$ cat src/rtl/arm_pkg.sv
// -----------------------------------------------------------------------------
// arm_pkg
// Definitions shared by the fetch, decode and execute stages.
//   ARM_DATA_W    : width of a PC and of an instruction word
//   FQ_DEPTH      : default number of entries in the fetch queue
//   fetch_entry_t : one queued fetch result, {pc, instr}
//   fq_pack       : builds a fetch_entry_t from a PC and an instruction
// -----------------------------------------------------------------------------
package arm_pkg;

  localparam int ARM_DATA_W = 32;
  localparam int FQ_DEPTH   = 4;

  typedef struct packed {
    logic [ARM_DATA_W-1:0] pc;
    logic [ARM_DATA_W-1:0] instr;
  } fetch_entry_t;

  function automatic fetch_entry_t fq_pack(input logic [ARM_DATA_W-1:0] pc,
                                           input logic [ARM_DATA_W-1:0] instr);
    fetch_entry_t ent;
    ent.pc    = pc;
    ent.instr = instr;
    return ent;
  endfunction

endpackage

$ cat src/rtl/fetch_queue_mem.sv
// -----------------------------------------------------------------------------
// fetch_queue_mem
// DEPTH x WIDTH register array backing the fetch queue. One synchronous write
// port, one combinational read port. The array carries no reset: an entry is
// only meaningful while the owning queue's occupancy count covers it.
// Ports:
//   clk   in  rising-edge clock
//   we    in  write enable
//   waddr in  write address
//   wdata in  write data
//   raddr in  read address
//   rdata out read data (combinational from raddr)
// -----------------------------------------------------------------------------
module fetch_queue_mem
  import arm_pkg::*;
#(
  parameter int DEPTH = FQ_DEPTH,
  parameter int WIDTH = 2 * ARM_DATA_W
) (
  input  logic                     clk,
  input  logic                     we,
  input  logic [$clog2(DEPTH)-1:0] waddr,
  input  logic [WIDTH-1:0]         wdata,
  input  logic [$clog2(DEPTH)-1:0] raddr,
  output logic [WIDTH-1:0]         rdata
);

  logic [WIDTH-1:0] mem_r [DEPTH];

  // Write port: store the offered entry at the write address.
  always_ff @(posedge clk) begin
    if (we) begin
      mem_r[waddr] <= wdata;
    end
  end

  // Read port: head entry is visible without a clock delay.
  always_comb begin
    rdata = mem_r[raddr];
  end

endmodule

$ cat src/rtl/fetch_queue.sv
// -----------------------------------------------------------------------------
// fetch_queue
// Decoupling queue between instruction fetch and decode. Fetch pushes
// {PC, instruction} pairs; decode sees the oldest pair first-word-fall-through
// and pops it with ID_Ready. Freeze tells fetch to hold its PC while the queue
// is full; a taken branch (Flush) discards everything, including the pair
// offered on that cycle.
// Ports:
//   clk             in  rising-edge clock
//   rst             in  synchronous reset, active low
//   Fetch_Valid     in  fetch presents a valid pair
//   PC_in           in  fetch-stage PC
//   Instruction_in  in  instruction fetched at PC_in
//   Freeze          out queue full, fetch must hold and re-present its pair
//   Flush           in  taken branch, discard all entries
//   ID_Ready        in  decode accepts the head entry
//   ID_Valid        out head entry valid
//   PC_out          out head PC (0 when empty)
//   Instruction_out out head instruction (0 when empty)
//   Count           out occupancy, 0..DEPTH
// -----------------------------------------------------------------------------
module fetch_queue
  import arm_pkg::*;
#(
  parameter int DEPTH  = FQ_DEPTH,
  parameter int DATA_W = ARM_DATA_W
) (
  input  logic                     clk,
  input  logic                     rst,
  input  logic                     Fetch_Valid,
  input  logic [DATA_W-1:0]        PC_in,
  input  logic [DATA_W-1:0]        Instruction_in,
  output logic                     Freeze,
  input  logic                     Flush,
  input  logic                     ID_Ready,
  output logic                     ID_Valid,
  output logic [DATA_W-1:0]        PC_out,
  output logic [DATA_W-1:0]        Instruction_out,
  output logic [$clog2(DEPTH):0]   Count
);

  localparam int PTR_W = $clog2(DEPTH);
  localparam int CNT_W = PTR_W + 1;
  localparam int ENT_W = 2 * DATA_W;

  localparam logic [CNT_W-1:0] CNT_FULL  = CNT_W'(DEPTH);
  localparam logic [CNT_W-1:0] CNT_ZERO  = {CNT_W{1'b0}};
  localparam logic [CNT_W-1:0] CNT_ONE   = CNT_W'(1);
  localparam logic [PTR_W-1:0] PTR_ZERO  = {PTR_W{1'b0}};
  localparam logic [PTR_W-1:0] PTR_ONE   = PTR_W'(1);

  logic [PTR_W-1:0] wr_ptr_r;
  logic [PTR_W-1:0] rd_ptr_r;
  logic [CNT_W-1:0] count_r;

  logic             full_s;
  logic             empty_s;
  logic             push_s;
  logic             pop_s;
  logic             we_s;
  logic [ENT_W-1:0] wdata_s;
  logic [ENT_W-1:0] rdata_s;

  // Occupancy modes and the push/pop decisions, all from the registered count.
  // A push is refused while full even if decode pops in the same cycle: fetch
  // re-presents the held pair once Freeze drops, so nothing is lost.
  always_comb begin
    full_s  = (count_r == CNT_FULL);
    empty_s = (count_r == CNT_ZERO);
    push_s  = Fetch_Valid && !full_s && !Flush;
    pop_s   = !empty_s && ID_Ready && !Flush;
    // No writes while reset is held, so the array is left untouched.
    we_s    = push_s && rst;
    wdata_s = {PC_in, Instruction_in};
  end

  // Pointer and occupancy state; reset outranks Flush, Flush outranks traffic.
  always_ff @(posedge clk) begin
    if (!rst) begin
      wr_ptr_r <= PTR_ZERO;
      rd_ptr_r <= PTR_ZERO;
      count_r  <= CNT_ZERO;
    end else if (Flush) begin
      wr_ptr_r <= PTR_ZERO;
      rd_ptr_r <= PTR_ZERO;
      count_r  <= CNT_ZERO;
    end else begin
      // Pointers wrap naturally because DEPTH is a power of two.
      if (push_s) begin
        wr_ptr_r <= wr_ptr_r + PTR_ONE;
      end
      if (pop_s) begin
        rd_ptr_r <= rd_ptr_r + PTR_ONE;
      end
      case ({push_s, pop_s})
        2'b10:   count_r <= count_r + CNT_ONE;
        2'b01:   count_r <= count_r - CNT_ONE;
        default: count_r <= count_r;
      endcase
    end
  end

  fetch_queue_mem #(
    .DEPTH (DEPTH),
    .WIDTH (ENT_W)
  ) u_mem (
    .clk   (clk),
    .we    (we_s),
    .waddr (wr_ptr_r),
    .wdata (wdata_s),
    .raddr (rd_ptr_r),
    .rdata (rdata_s)
  );

  // Decode-side view: head entry fall-through, zeroed when the queue is empty
  // so stale array contents never leak to decode.
  always_comb begin
    Freeze   = full_s;
    ID_Valid = !empty_s;
    Count    = count_r;
    if (empty_s) begin
      PC_out          = {DATA_W{1'b0}};
      Instruction_out = {DATA_W{1'b0}};
    end else begin
      PC_out          = rdata_s[ENT_W-1:DATA_W];
      Instruction_out = rdata_s[DATA_W-1:0];
    end
  end

endmodule
$ cat config.mk
export PLATFORM = sky130hd
export DESIGN_NAME = fetch_queue
export DESIGN_NICKNAME = d
export VERILOG_FILES = /design/src/rtl/arm_pkg.sv /design/src/rtl/fetch_queue_mem.sv /design/src/rtl/fetch_queue.sv
export SDC_FILE = /design/constraint.sdc
export NUM_CORES = 1
export LEC_CHECK = 0
export CAP_MARGIN = 5
export CELL_PAD_IN_SITES_DETAIL_PLACEMENT = 1
export CELL_PAD_IN_SITES_GLOBAL_PLACEMENT = 2
export CORE_MARGIN = 1.5
export CORE_UTILIZATION = 42
export CTS_BUF_LIST = sky130_fd_sc_hd__clkbuf_4
export CTS_CLUSTER_SIZE = 14
export DETAILED_ROUTE_END_ITERATION = 7
export PLACE_DENSITY_LB_ADDON = 0.1
export SLEW_MARGIN = 20
export SYNTH_ARGS = -nofsm -noshare
export SYNTH_HDL_FRONTEND = slang
export SYNTH_SLANG_ARGS = --single-unit
$ cat constraint.sdc
create_clock -name clk -period 6.2 [get_ports clk]
set_clock_uncertainty 0.2 [all_clocks]
set_input_delay 1.86 -clock clk [delete_from_list [all_inputs] [get_ports clk]]
set_output_delay 1.86 -clock clk [all_outputs]
set_load 0.02 [all_outputs]
After elaboration in Yosys (flattened, before gate mapping)
Memory sizes are Yosys's and may differ from the RTL's. A register that Yosys moved wholly into a read port is not among the register bits.
Index checks and enable logic that the tools add are counted.
Word-level totals
  register bits: 7
  RAM bits: 256
  output and inout port bits: 69
  word-level logic and storage cells: 30
  memories: 1
Memories
  u_mem.mem_r: words 4, bits a word 64, read ports 1, clocked after Yosys merged registers in 1, write ports 1, line fetch_queue_mem.sv:28  | logic [WIDTH-1:0] mem_r [DEPTH];
Cells by class
  add/subtract/negate cells: 4
  equality and inequality tests: 3
  mux-type cells: 7
  bitwise gates (word level): 1
  reductions and logical operators: 11
Operators by type and width (number)
  32-bit two-way mux: 2
  3-bit case mux with 2 select lines: 1
  1-bit logical AND: 5
  2-bit by 1-bit adder with 2-bit output, second input constant: 2
  2-bit two-way mux: 2
  3-bit by 1-bit adder with 3-bit output, second input constant: 1
  3-bit equality test, second input constant: 1
  1-bit zero test: 3
  3-bit zero test: 1
  3-bit by 1-bit subtractor with 3-bit output, second input constant: 1
  2-bit by 1-bit equality test with 1-bit output, second input constant: 1
  2-bit equality test, second input constant: 1
  1-bit two-way mux: 2
  2-bit nonzero test: 1
  2-bit OR reduction: 1
  1-bit NOT: 1

Logic depth before layout (Yosys ltp)
  word-level depth: 7
  gate-level depth with buffers: 10
  depth with buffers taken out: 9

By module
From an unflattened synthesis, not the netlist that was laid out.
Second synthesis, totals
  cells, all modules: 452
  area total of the unflattened synthesis: 10179.8 µm²
Modules (own cells, without submodules)
  fetch_queue_mem: times used 1, cells each 338, area each 9341.5 µm², seq. area each 7687.4 µm²
  fetch_queue: times used 1, cells each 114, area each 838.3 µm², seq. area each 140.1 µm²

Least setup slack after synthesis
No wires, ideal clock.
  path kind: input-to-reg
  start point: input port Fetch_Valid
  end point: memory u_mem.mem_r[0][0] (netlist name) (enable)
  setup time: 429 ps
  arrival: 3856 ps
  data required time: 5571 ps
  path slack: 1715 ps
  stages on the path: 3
  buffers on the path: 0
  cell sequence: nor2b_1 > and2_4 > and3_1
On the way
  cells in the longest elaborated chain, start to end: 5
Ends and longest elaborated chain
  start, declared: line fetch_queue.sv:30  | input logic Fetch_Valid,
  1-bit logical AND (2 in a row): line fetch_queue.sv:70  | push_s = Fetch_Valid && !full_s && !Flush;
  1-bit logical AND: line fetch_queue.sv:73  | we_s = push_s && rst;
  1-bit two-way mux: line fetch_queue_mem.sv:32  | if (we) begin
  1-bit two-way mux (implied by the code): line fetch_queue_mem.sv:33  | mem_r[waddr] <= wdata;
  end, declared: line fetch_queue_mem.sv:28
No other way between the ends.

==> results.cfg <==
[clock_tree]
cts-resized-gates = 0
cts_root_buf = clkbuf_4
cts.htree.levels = 3
hold_buffers = 0
clk_latency_ns = 0.64
post_cts_buffers = 0
cts_tree = yes
clk_path_buf_depth = 3
cts_sinks = 265
cts_buffers = 70
clkTransAtPathRegs_ns = 0.07

[global_routing]
gr-total-overflow = 0
first_global_vias = 6009
grt_pass1_wl_microns = 32400
grt_usage_pct = 16.8
antenna_found_initial = 1
grt_max_degree = 66

[yosys]
syn_nets = 536
synth_seq_cells = 265
seq_area_frac_synth_pct = 76.9
yosys_warnings = 0
synth_cells = 461
synth_cell_types = 27
syn_area_per_cell_sq_um = 22.2
synth.cell_area_sq_um = 10200

[critical_path]
crit_path_end_kind = output pin
crit_type = flip-flop to output pin
path_delay_family = buffers and inverters
crit_arrival_ns = 3.15
path_max_fanout = 33
crit_buf_inv = 2
worstSetupStartpointType = flip-flop
slowest_stage = dfxtp_4
critPathRequiredTime_ns = 4.14
cp_cell_sequence = buf_12 -> mux4_1 -> and2_1 -> clkdlybuf4s50_1
cpPeakStageDelay_ns = 0.79

[final_layout]
regArea_sq_um = 7880
drive_gt1_share_pct = 25.8
finalNonFillerCells = 1009
nets = 723
nFillCells = 2215
multiInputGateArea_sq_um = 2160
final_area_sq_um = 12700
areaGrowthSynthToFinish_pct = 24.1

[timing]
drv_slew = 0
maxSlewHeadroom_pct = 28.4
fmax_mhz = 192
hold_slack_ns = 0.331
tightest_slew_ns = 1.07
rsz0062_at_grt = false
tns_ns = 0
timing.final.crit_period_ns = 5.21
final_hold_viol_count = 0
final.period_utilization_pct = 84.0
final-setup-viol-count = 0

[floorplan]
num_rows = 56
initial_core_util_pct = 43.2
core_sq_um = 23700
io_pins = 138
die_w_microns = 159
die_h_microns = 159
die_area_sq_um = 25300

[pwr]
sw_frac_of_total_pct = 20.6
peakVddDrop_mv = 0.103
seqPwrFrac_pct = 54.9
pwr-share-clk_pct = 40.6
internal_power_mw = 2.87
power_density_nw_per_um2 = 285
pwr-share-comb_pct = 4.5
power_mw = 3.61
p_sw_uw = 745
p_leak_nw = 4.06

[detailed_routing]
wl_microns = 20400
drt_iter0_markers = 236
ant_nets = 0
vias = 5077
drc_errors = 0
dr.pass1.iters = 4
vias_per_cell = 5.03
routedWlPerCell_microns = 20.3

[run]
max_cap_viol_count = 0

[placed_design]
detailed_place_hpwl_microns = 11000
port_buffers = 137
place_congestion = 0.684
post_dp_cell_area_sq_um = 11900
dp.cells = 895

[hold_path]
hp-class = flip-flop to flip-flop

[run_status]
status = finished, final reports clean
## tightest hold or removal path: cells and delay by family (launching register included)
kind,cells,cell delay [ns]
AND/OR/NAND/NOR,1,0.08
XOR/XNOR,1,0.08
flip-flops,1,0.34
## path summary, 6_finish.rpt
kind                from  cells past startpoint         end  slack (ns)
max reg2reg     Count[2]                      9    Count[2]        3.57
max            flip-flop                      4  PC_out[31]        0.99
min reg2reg  rd_ptr_r[0]                      2   flip-flop        0.33
min          rd_ptr_r[0]                      2   flip-flop        0.33
## Yosys cell counts, drive strengths merged
library cell  count  area share (%)
dfxtp             9             1.8
buf              13             1.6
nor2              7            0.26
edfxtp          256              75
or3               2            0.12
o21ai             1           0.049
a21oi             4            0.20
inv               7            0.26
ha                5            0.61
nand3             2           0.098
o31ai             1           0.073
and3              4            0.24
or3b              1           0.086
mux4             64              14
nor2b             1           0.061
fa                1            0.20
nand2b            1           0.061
a21o              2            0.15
clkbuf           10            0.38
o311ai            1           0.086
xor2              4            0.34
and2             65             4.0
## flip-flops by register name, summed over array words and instances (netlist names), named ones only
register and flops:
u_mem.mem_r 256, Count 3, rd_ptr_r 2, wr_ptr_r 2
## cell usage in the layout, fill, tap and decap left out, drive strengths merged
cell type / count
edfxtp: 256
clkdlybuf4s50: 137
clkbuf: 105
and2: 65
mux4: 64
inv: 10
dfxtp: 9
nor2: 7
ha: 5
and3: 4
xor2: 4
a21oi: 4
clkinv: 4
a21o: 2
nand3: 2
or3: 2
diode: 1
o31ai: 1
or3b: 1
nor2b: 1
nand2b: 1
o311ai: 1
o21ai: 1
fa: 1
bufinv: 1
buf: 1
## area by class of cell
| class | instances | area share, % |
|---|---|---|
| Antenna cell | 1 | 0.0197 |
| Clock buffer | 105 | 6.21 |
| Clock inverter | 8 | 0.443 |
| Inverter | 7 | 0.207 |
| Multi-Input combinational cell | 166 | 17.0 |
| Sequential cell | 265 | 62.0 |
| Tap cell | 319 | 3.14 |
| Timing Repair Buffer | 138 | 11.0 |
## kinds of logic (layout without fill, tap and decap cells)
group                    Yosys count  after routing  synth area share [%]
AO/OA/AOI/OAI                      9              9                 0.550
XOR/XNOR                           4              4                 0.342
adder cells (fa/ha/maj)            6              6                 0.807
buffers and inverters             30            258                  2.21
flip-flops                       265            265                  76.9
multiplexers                      64             64                  14.2
other                              0              1                     0
AND/OR/NAND/NOR                   83             83                  4.93
## metrics by stage
stage	util, %	worst slack (ns)
2_1_floorplan	-	1.71
5_1_grt	53.6	0.739
3_5_place_dp	50.0	1.56
3_3_place_gp	50.0	1.57
6_report	53.6	0.991
4_1_cts	53.6	0.820
## layer usage
layer / global-route usage, % / vias up / part of all wire, % / routed length (microns)
li1: - / 2269 / - / -
met3: 4.12 / 41 / 5.1 / 1050
met1: 21.0 / 2611 / 43 / 8700
met5: 0 / - / 0 / 0
met2: 27.6 / 156 / 50 / 10200
met4: 7.93 / 0 / 2.2 / 448
## power groups by stage
stage          logic [mW]  registers, mW  clock network [mW]
6_report            0.161           1.99                1.47
4_1_cts             0.164           1.99                1.52
3_3_place_gp        0.159           2.02                   0
5_1_grt             0.173           1.99                1.60
3_5_place_dp        0.164           2.02                   0
2_1_floorplan      0.0638           2.02                   0
Note: power is estimated with default switching activity, not from simulation.
